===== src/rtl/regif2tlp.sv =====
// Bridges a four-phase register-engine response onto TRN TX as a 3DW/4DW memory-write TLP.
// Beats are driven combinationally from the FSM state, so they hold naturally under trn_tdst_rdy_n.
module regif2tlp #(
  parameter int unsigned SYNC_STAGES = 2,
  parameter logic [2:0]  RESP_TC     = 3'b000
) (
  input  logic        clk,
  input  logic        rst,
  input  logic        snd_resp,
  input  logic [63:0] resp,
  output logic        snd_resp_ack,
  input  logic [63:0] host_addr,
  input  logic        host_addr_vld,
  input  logic [15:0] cfg_completer_id,
  input  logic        my_trn,
  output logic        drv_trn,
  output logic [63:0] trn_td,
  output logic [7:0]  trn_trem_n,
  output logic        trn_tsof_n,
  output logic        trn_teof_n,
  output logic        trn_tsrc_rdy_n,
  input  logic        trn_tdst_rdy_n,
  output logic [15:0] drop_cnt
);

  typedef enum logic [2:0] {IDLE, ARB, QW0, QW1, QW2, ACK, REL} state_e;

  state_e                 state_q, state_d;
  logic [SYNC_STAGES-1:0] sync_q;
  logic                   snd_resp_s;
  logic [63:0]            resp_q, resp_d;
  logic [63:0]            addr_q, addr_d;
  logic                   fmt4_q, fmt4_d;
  logic [7:0]             tag_q, tag_d;
  logic [15:0]            drop_q, drop_d;
  logic                   ack_q, ack_d;
  logic                   drv_q, drv_d;
  logic                   in_qw;
  logic                   beat_xfer;
  logic [31:0]            dw0, dw1, p0, p1;
  logic                   unused_addr_bits;

  // Low address bits are dropped: the payload is always QW aligned.
  assign unused_addr_bits = ^host_addr[2:0];

  always_ff @(posedge clk or posedge rst) begin
    if (rst) sync_q <= '0;
    else     sync_q <= {sync_q[SYNC_STAGES-2:0], snd_resp};
  end
  assign snd_resp_s = sync_q[SYNC_STAGES-1];

  assign in_qw     = (state_q == QW0) || (state_q == QW1) || (state_q == QW2);
  assign beat_xfer = in_qw && !trn_tdst_rdy_n;

  always_comb begin
    state_d = state_q;
    resp_d  = resp_q;
    addr_d  = addr_q;
    fmt4_d  = fmt4_q;
    tag_d   = tag_q;
    drop_d  = drop_q;
    ack_d   = ack_q;
    drv_d   = drv_q;
    case (state_q)
      IDLE: begin
        if (snd_resp_s) begin
          resp_d = resp;
          addr_d = {host_addr[63:3], 3'b000};
          fmt4_d = |host_addr[63:32];
          if (host_addr_vld) begin
            state_d = ARB;
          end else begin
            if (drop_q != 16'hFFFF) drop_d = drop_q + 16'd1;
            state_d = ACK;
          end
        end
      end
      ARB: begin
        if (my_trn) begin
          drv_d   = 1'b1;
          state_d = QW0;
        end
      end
      QW0: if (beat_xfer) state_d = QW1;
      QW1: if (beat_xfer) state_d = QW2;
      QW2: begin
        if (beat_xfer) begin
          drv_d   = 1'b0;
          tag_d   = tag_q + 8'd1;
          state_d = ACK;
        end
      end
      ACK: begin
        ack_d   = 1'b1;
        state_d = REL;
      end
      REL: begin
        if (!snd_resp_s) begin
          ack_d   = 1'b0;
          state_d = IDLE;
        end
      end
      default: state_d = IDLE;
    endcase
  end

  always_ff @(posedge clk or posedge rst) begin
    if (rst) begin
      state_q <= IDLE;
      resp_q  <= '0;
      addr_q  <= '0;
      fmt4_q  <= 1'b0;
      tag_q   <= '0;
      drop_q  <= '0;
      ack_q   <= 1'b0;
      drv_q   <= 1'b0;
    end else begin
      state_q <= state_d;
      resp_q  <= resp_d;
      addr_q  <= addr_d;
      fmt4_q  <= fmt4_d;
      tag_q   <= tag_d;
      drop_q  <= drop_d;
      ack_q   <= ack_d;
      drv_q   <= drv_d;
    end
  end

  assign dw0 = {1'b0, 1'b1, fmt4_q, 5'b00000, 1'b0, RESP_TC, 4'b0000,
                1'b0, 1'b0, 2'b00, 2'b00, 10'd2};
  assign dw1 = {cfg_completer_id, tag_q, 4'hF, 4'hF};
  assign p0  = {resp_q[7:0],   resp_q[15:8],  resp_q[23:16], resp_q[31:24]};
  assign p1  = {resp_q[39:32], resp_q[47:40], resp_q[55:48], resp_q[63:56]};

  always_comb begin
    trn_td         = '0;
    trn_trem_n     = 8'h00;
    trn_tsof_n     = 1'b1;
    trn_teof_n     = 1'b1;
    trn_tsrc_rdy_n = 1'b1;
    case (state_q)
      QW0: begin
        trn_td         = {dw0, dw1};
        trn_tsof_n     = 1'b0;
        trn_tsrc_rdy_n = 1'b0;
      end
      QW1: begin
        trn_td         = fmt4_q ? addr_q : {addr_q[31:0], p0};
        trn_tsrc_rdy_n = 1'b0;
      end
      QW2: begin
        trn_td         = fmt4_q ? {p0, p1} : {p1, 32'h0};
        trn_trem_n     = fmt4_q ? 8'h00 : 8'h0F;
        trn_teof_n     = 1'b0;
        trn_tsrc_rdy_n = 1'b0;
      end
      default: ;
    endcase
  end

  assign snd_resp_ack = ack_q;
  assign drv_trn      = drv_q;
  assign drop_cnt     = drop_q;

endmodule


===== config.mk =====
export PLATFORM = sky130hd
export DESIGN_NAME = regif2tlp
export DESIGN_NICKNAME = d
export VERILOG_FILES = /design/src/rtl/regif2tlp.sv
export SDC_FILE = /design/constraint.sdc
export NUM_CORES = 1
export LEC_CHECK = 0
export ABC_AREA = 1
export BUFFER_PORTS_ARGS = -buffer_cell sky130_fd_sc_hd__buf_2
export CAP_MARGIN = 20
export CORE_UTILIZATION = 48
export DETAILED_ROUTE_END_ITERATION = 8
export PLACE_DENSITY = 0.87
export SYNTH_ARGS = -nofsm -noshare
export SYNTH_HDL_FRONTEND = slang
export SYNTH_SLANG_ARGS = --single-unit

===== constraint.sdc =====
create_clock -name clk -period 4.9 [get_ports clk]
set_clock_uncertainty 0.05 [all_clocks]
set_input_delay 0.49 -clock clk [delete_from_list [all_inputs] [get_ports clk]]
set_output_delay 0.49 -clock clk [all_outputs]
set_load 0.02 [all_outputs]

-- Word-level counts from Yosys, hierarchy flattened
Index checks and enable logic that the tools add are counted.
- flip-flop bits (word level): 157
- bits of input ports: 150
- output and inout port bits: 93
- word-level logic and storage cells: 61
- equality and inequality tests: 13
- reductions and logical operators: 15
- bitwise gates (word level): 1
- multiplexer cells: 21
- add/sub/neg operators: 2
- operators by type and width (cell ; number):
    one-hot mux 64 bit (3 select lines) ; 1
    two-way mux 64 bit ; 2
    OR reduction 32 bit ; 1
    two-way mux 3 bit ; 7
    one-hot mux 3 bit (7 select lines) ; 1
    adder 16 x 1 -> 16 bit, second input constant ; 1
    != test 16 bit, second input constant ; 1
    != test 2 bit, second input constant ; 6
    == test 3 bit, second input constant ; 3
    adder 8 x 1 -> 8 bit, second input constant ; 1
    two-way mux 4 bit ; 2
    == test 3 x 2 -> 1 bit, second input constant ; 2
    two-way mux 1 bit ; 6
    AND reduction 2 bit ; 3
    AND reduction 6 bit ; 1
    one-hot mux 1 bit (2 select lines) ; 2
    AND reduction 4 bit ; 1
    nonzero test 2 bit ; 2
    == test 3 x 1 -> 1 bit, second input constant ; 1
    logical NOT 3 bit ; 1
    AND reduction 3 bit ; 1
    OR reduction 3 bit ; 1
    logical OR 1 bit ; 2
    logical AND 1 bit ; 1
    2 further kinds ; 2

-- Logic depth before layout (Yosys ltp)
- depth after elaboration: 6
- mapped depth: 10
- mapped depth without buffers: 9

-- Worst setup path after synthesis
No wires, ideal clock.
- kind: reg-to-output
- start: register state_q[0]
- end: output trn_td[0]
- arrival: 1701 ps
- buffers on the path: 2
- setup slack: 2659 ps
- required time: 4360 ps
- stages on the path, launching flop included: 8
- cell sequence: dfrtp_1 > buf_4 > nor2_8 > nand2_4 > nor2_8 > inv_2 > clkbuf_1 > o21ai_0
- word-level cells in the longest chain between the ends: 2
- elaborated cells on any way between the ends: 4
- those cells by class: 3 x eq/ne; 1 x mux
- RTL lines (what ; RTL line ; RTL):
    from (decl) ; 28 ; state_e state_q, state_d;
    from (signal assigned) ; 118 ; state_q <= state_d;
    == test 3 bit or == test 3 x 2 -> 1 bit (tied branches) ; 141 ; case (state_q)
    one-hot mux 64 bit (3 select lines) (*) ; 141 ;
    to (decl) ; 17 ; output logic [63:0] trn_td,
Every way passes the cells marked *; elsewhere a longest branch is shown, timed or not.

-- Final worst setup path
- start: register fmt4_q
- end: output trn_td[6]
- word-level cells in the longest chain between the ends: 2
- elaborated cells on any way between the ends: 3
- those cells by class: 3 x mux
- RTL lines (what ; RTL line ; RTL):
    from (decl) ; 33 ; logic fmt4_q, fmt4_d;
    from (signal assigned) ; 121 ; fmt4_q <= fmt4_d;
    two-way mux 64 bit (on tied branches) ; 152, 148 ;
    one-hot mux 64 bit (3 select lines) (*) ; 141 ;
Marked as above.

==> reports/metrics.yaml <==
clock_tree:
  ctsResizeCount: 0
  post-cts-setup-buffers: 0
  clkSinkCount: 157
  numCtsBuffers: 17
  worst_setup_hold_path_clk_slew_ps: 70
  clock_tree.root_cell: "clkbuf_16"
  clk_path_buf_depth: 2
  cts_htree_levels: 4
  postCtsHoldBufs: 0
  insertion_delay_ps: 420
  cts_tree: "yes"
critical_path:
  timing.rr.end: "addr_q[26]$_DFFE_PP0P_"
  critPathRequiredTime_ps: 4360
  critPathKind: "flip-flop to output port"
  worstPathMaxFanout: 46
  worstPathArrival_ps: 2920
  ff2ff_setup_slack_ps: 2050
  r2r-start: "state_q[0]$_DFFE_PP0P_"
  r2r_cells: 6
  crit_path_start_kind: "flip-flop"
  end_kind: "output port"
floorplan:
  die-area_sq_um: 18200
  placementRows: 48
  die_h_um: 134.9
  dieWidth_um: 134.9
  core-area_sq_um: 17300
  io_pins: 243
  initial_core_util_pct: 49.02
power_and_ir_drop:
  p_sw_share_pct: 44.23
  pwr-share-clk_pct: 20.7
  vdd_drop_max_v: 0.0002943
  p_comb_share_pct: 43.3
  power.leakage_uw: 0.005217
  pwr-share-seq_pct: 36.0
  p_per_area_nw_per_um2: 612.8
  p_int_uw: 3495
  switching_power_uw: 2772
synthesis:
  synth.area.top_cells: "dfrtp_1, nand2_1, o21ai_0"
  synth_mux_area_share_pct: 0
  synth.largest_area_cell: "dfrtp_1"
  synth_top_family_by_area: "simple AND/OR/NAND/NOR gates"
  synth-warning-count: 0
  synth_xor_xnor_area_share_pct: 1.033
  syn_avg_cell_area_sq_um: 7.386
  synth-simple-area-share_pct: 23.26
  ys_types: 29
  ys_ff_latch: 157
  synthAdderAreaFrac_pct: 0.2951
  postSynthCellCount: 1148
  ys_seq_area_share_pct: 46.33
  synth_compound_area_share_pct: 17.52
  synth.cell_area_sq_um: 8479
  netlist.area_leader.share_pct: 46.33
grt:
  grt_pass1_vias: 7528
  grt_start_max_net_pins: 98
  grt_util_met1_pct: 41.14
  grt_pass1_wl_mm: 39.77
  grt_antenna_before_repair: 3
  grtUsageMet3_pct: 5.443
  grt_use_total_pct: 28.59
  met2_usage_pct: 42.24
  grt-ovfl-total: 0
  grt-busiest-layer: "met2"
sta:
  fin_ws_ps: 1437
  period_needed_ps: 3463
  hold_violations: 0
  fmax_mhz: 288.8
  max_slew_margin_pct: 36.18
  final.setup.tns_ps: 0
  finalCritPeriodShare_pct: 70.67
  setup_viol: 0
  worst_pin_slew_ps: 955.9
  rsz0062_at_grt: "false"
  maxSlewViolCount: 0
cells_and_area:
  syn_to_final_growth_pct: 20.58
  mostFrequentLayoutCells: "nand2_1, buf_2, dfrtp_1"
  layout_commonest_cell: "nand2_1"
  drive_above_1_share_pct: 21.33
  layout.nets: 1494
  utilization_pct: 59.11
drt:
  avgRoutedWirePerCell_um: 16.24
  num_vias: 8332
  drtIter0Drc: 881
  final_antenna_net_count: 0
  drc: 0
  via_per_inst: 5.267
  totalWireLength_mm: 25.69
  drtPass1Iterations: 5
run_status:
  status: "finished clean"
placement:
  gp_congestion: 0.9499
  io_buffers: 235
  pre_cts_ws_ps: 1901
  hpwl_mm: 18.03
flow_run:
  maxCapViolCount: 0
worst_hold_path:
  hold_class: "primary input to asynchronous set/reset pin"
[state kept, by name, summed over array words and instances, names as in the netlist]
signal and flops:
addr_q 61, drop_cnt 16, drv_trn 1, fmt4_q 1, resp_q 64, snd_resp_ack 1
state_q 3, sync_q 2, tag_q 8
[power by group through the flow]
stage          clock [uW]  sequential [uW]  combinational (uW)
2_1_floorplan           0             2180                1930
3_3_place_gp            0             2230                2610
3_5_place_dp            0             2260                2680
4_1_cts              1310             2250                2700
5_1_grt              1350             2320                3020
6_report             1300             2260                2710
[critical path, cell delays in order (launching register included)]
cell     delay, ps
dfrtp_4        690
inv_1          280
nor2_8         390
inv_2          460
o21ai_0        440
buf_2          230
[Yosys cell counts]
master    instances
nand2_1         407
dfrtp_1         157
inv_1           149
o21ai_0         114
o21ai_1          85
o211ai_1         49
nor2_1           34
buf_2            28
nand3_1          22
clkbuf_1         20
nand4_1          13
buf_4            11
buf_6             8
a21oi_1           7
o221ai_1          7
xor2_1            7
inv_2             5
a31oi_1           4
nor3_1            4
buf_1             3
xnor2_1           3
ha_1              2
nor2_4            2
nor2_8            2
conb_1            1
nand2_4           1
nand3_4           1
nand3b_1          1
nor2_2            1
[final cells by class]
class                           instances  area [sq um]
Fill cell                            1619          7072
Inverter                              154         588.1
Clock buffer                           20         466.7
Timing Repair Buffer                  242          1254
Tap cell                              225         281.5
Clock inverter                         12         112.6
Multi-Input combinational cell        770          3585
Sequential cell                       157          3933
Antenna cell                            2         5.005
[how the worst max path moves through the flow]
stage	from	to	slack, ps	cells past startpoint
after floorplan	rst	addr_q[10]$_DFFE_PP0P_	130	1
after global placement	fmt4_q$_DFFE_PP0P_	trn_td[5]	1880	5
after detailed placement	fmt4_q$_DFFE_PP0P_	trn_td[5]	1900	5
after CTS	fmt4_q$_DFFE_PP0P_	trn_td[5]	1460	5
after global routing	fmt4_q$_DFFE_PP0P_	trn_td[5]	1340	5
final	fmt4_q$_DFFE_PP0P_	trn_td[6]	1440	5
[logic make-up (layout without fill, tap and decap cells)]
logic type | Yosys count | after routing
xor gates and xnor gates | 10 | 10
other | 1 | 6
buffers and inverters | 224 | 428
adders and majority gates | 2 | 2
and+or+nand+nor | 488 | 488
DFF | 157 | 157
AOI/OAI and AO/OA | 266 | 266
[routing by layer]
layer  vias up  wire (um)
li1       4043          -
met1      3875      11620
met2       354      11270
met3        58       1973
met4         2        826
met5         -          9
[metrics by stage]
stage / cell area [sq um] / std cells / total power, uW / hold slack, ps
after global placement: 9613 / 1546 / 4847 / 281.9
after floorplan: 8491 / 1151 / 4114 / 281.2
after CTS: 10210 / 1579 / 6253 / 106.7
after global routing: 10220 / 1582 / 6683 / 141.4
final: 10220 / 1582 / 6266 / 87.78
after detailed placement: 9633 / 1547 / 4941 / 303.4
(Power assumes the default switching activity.)
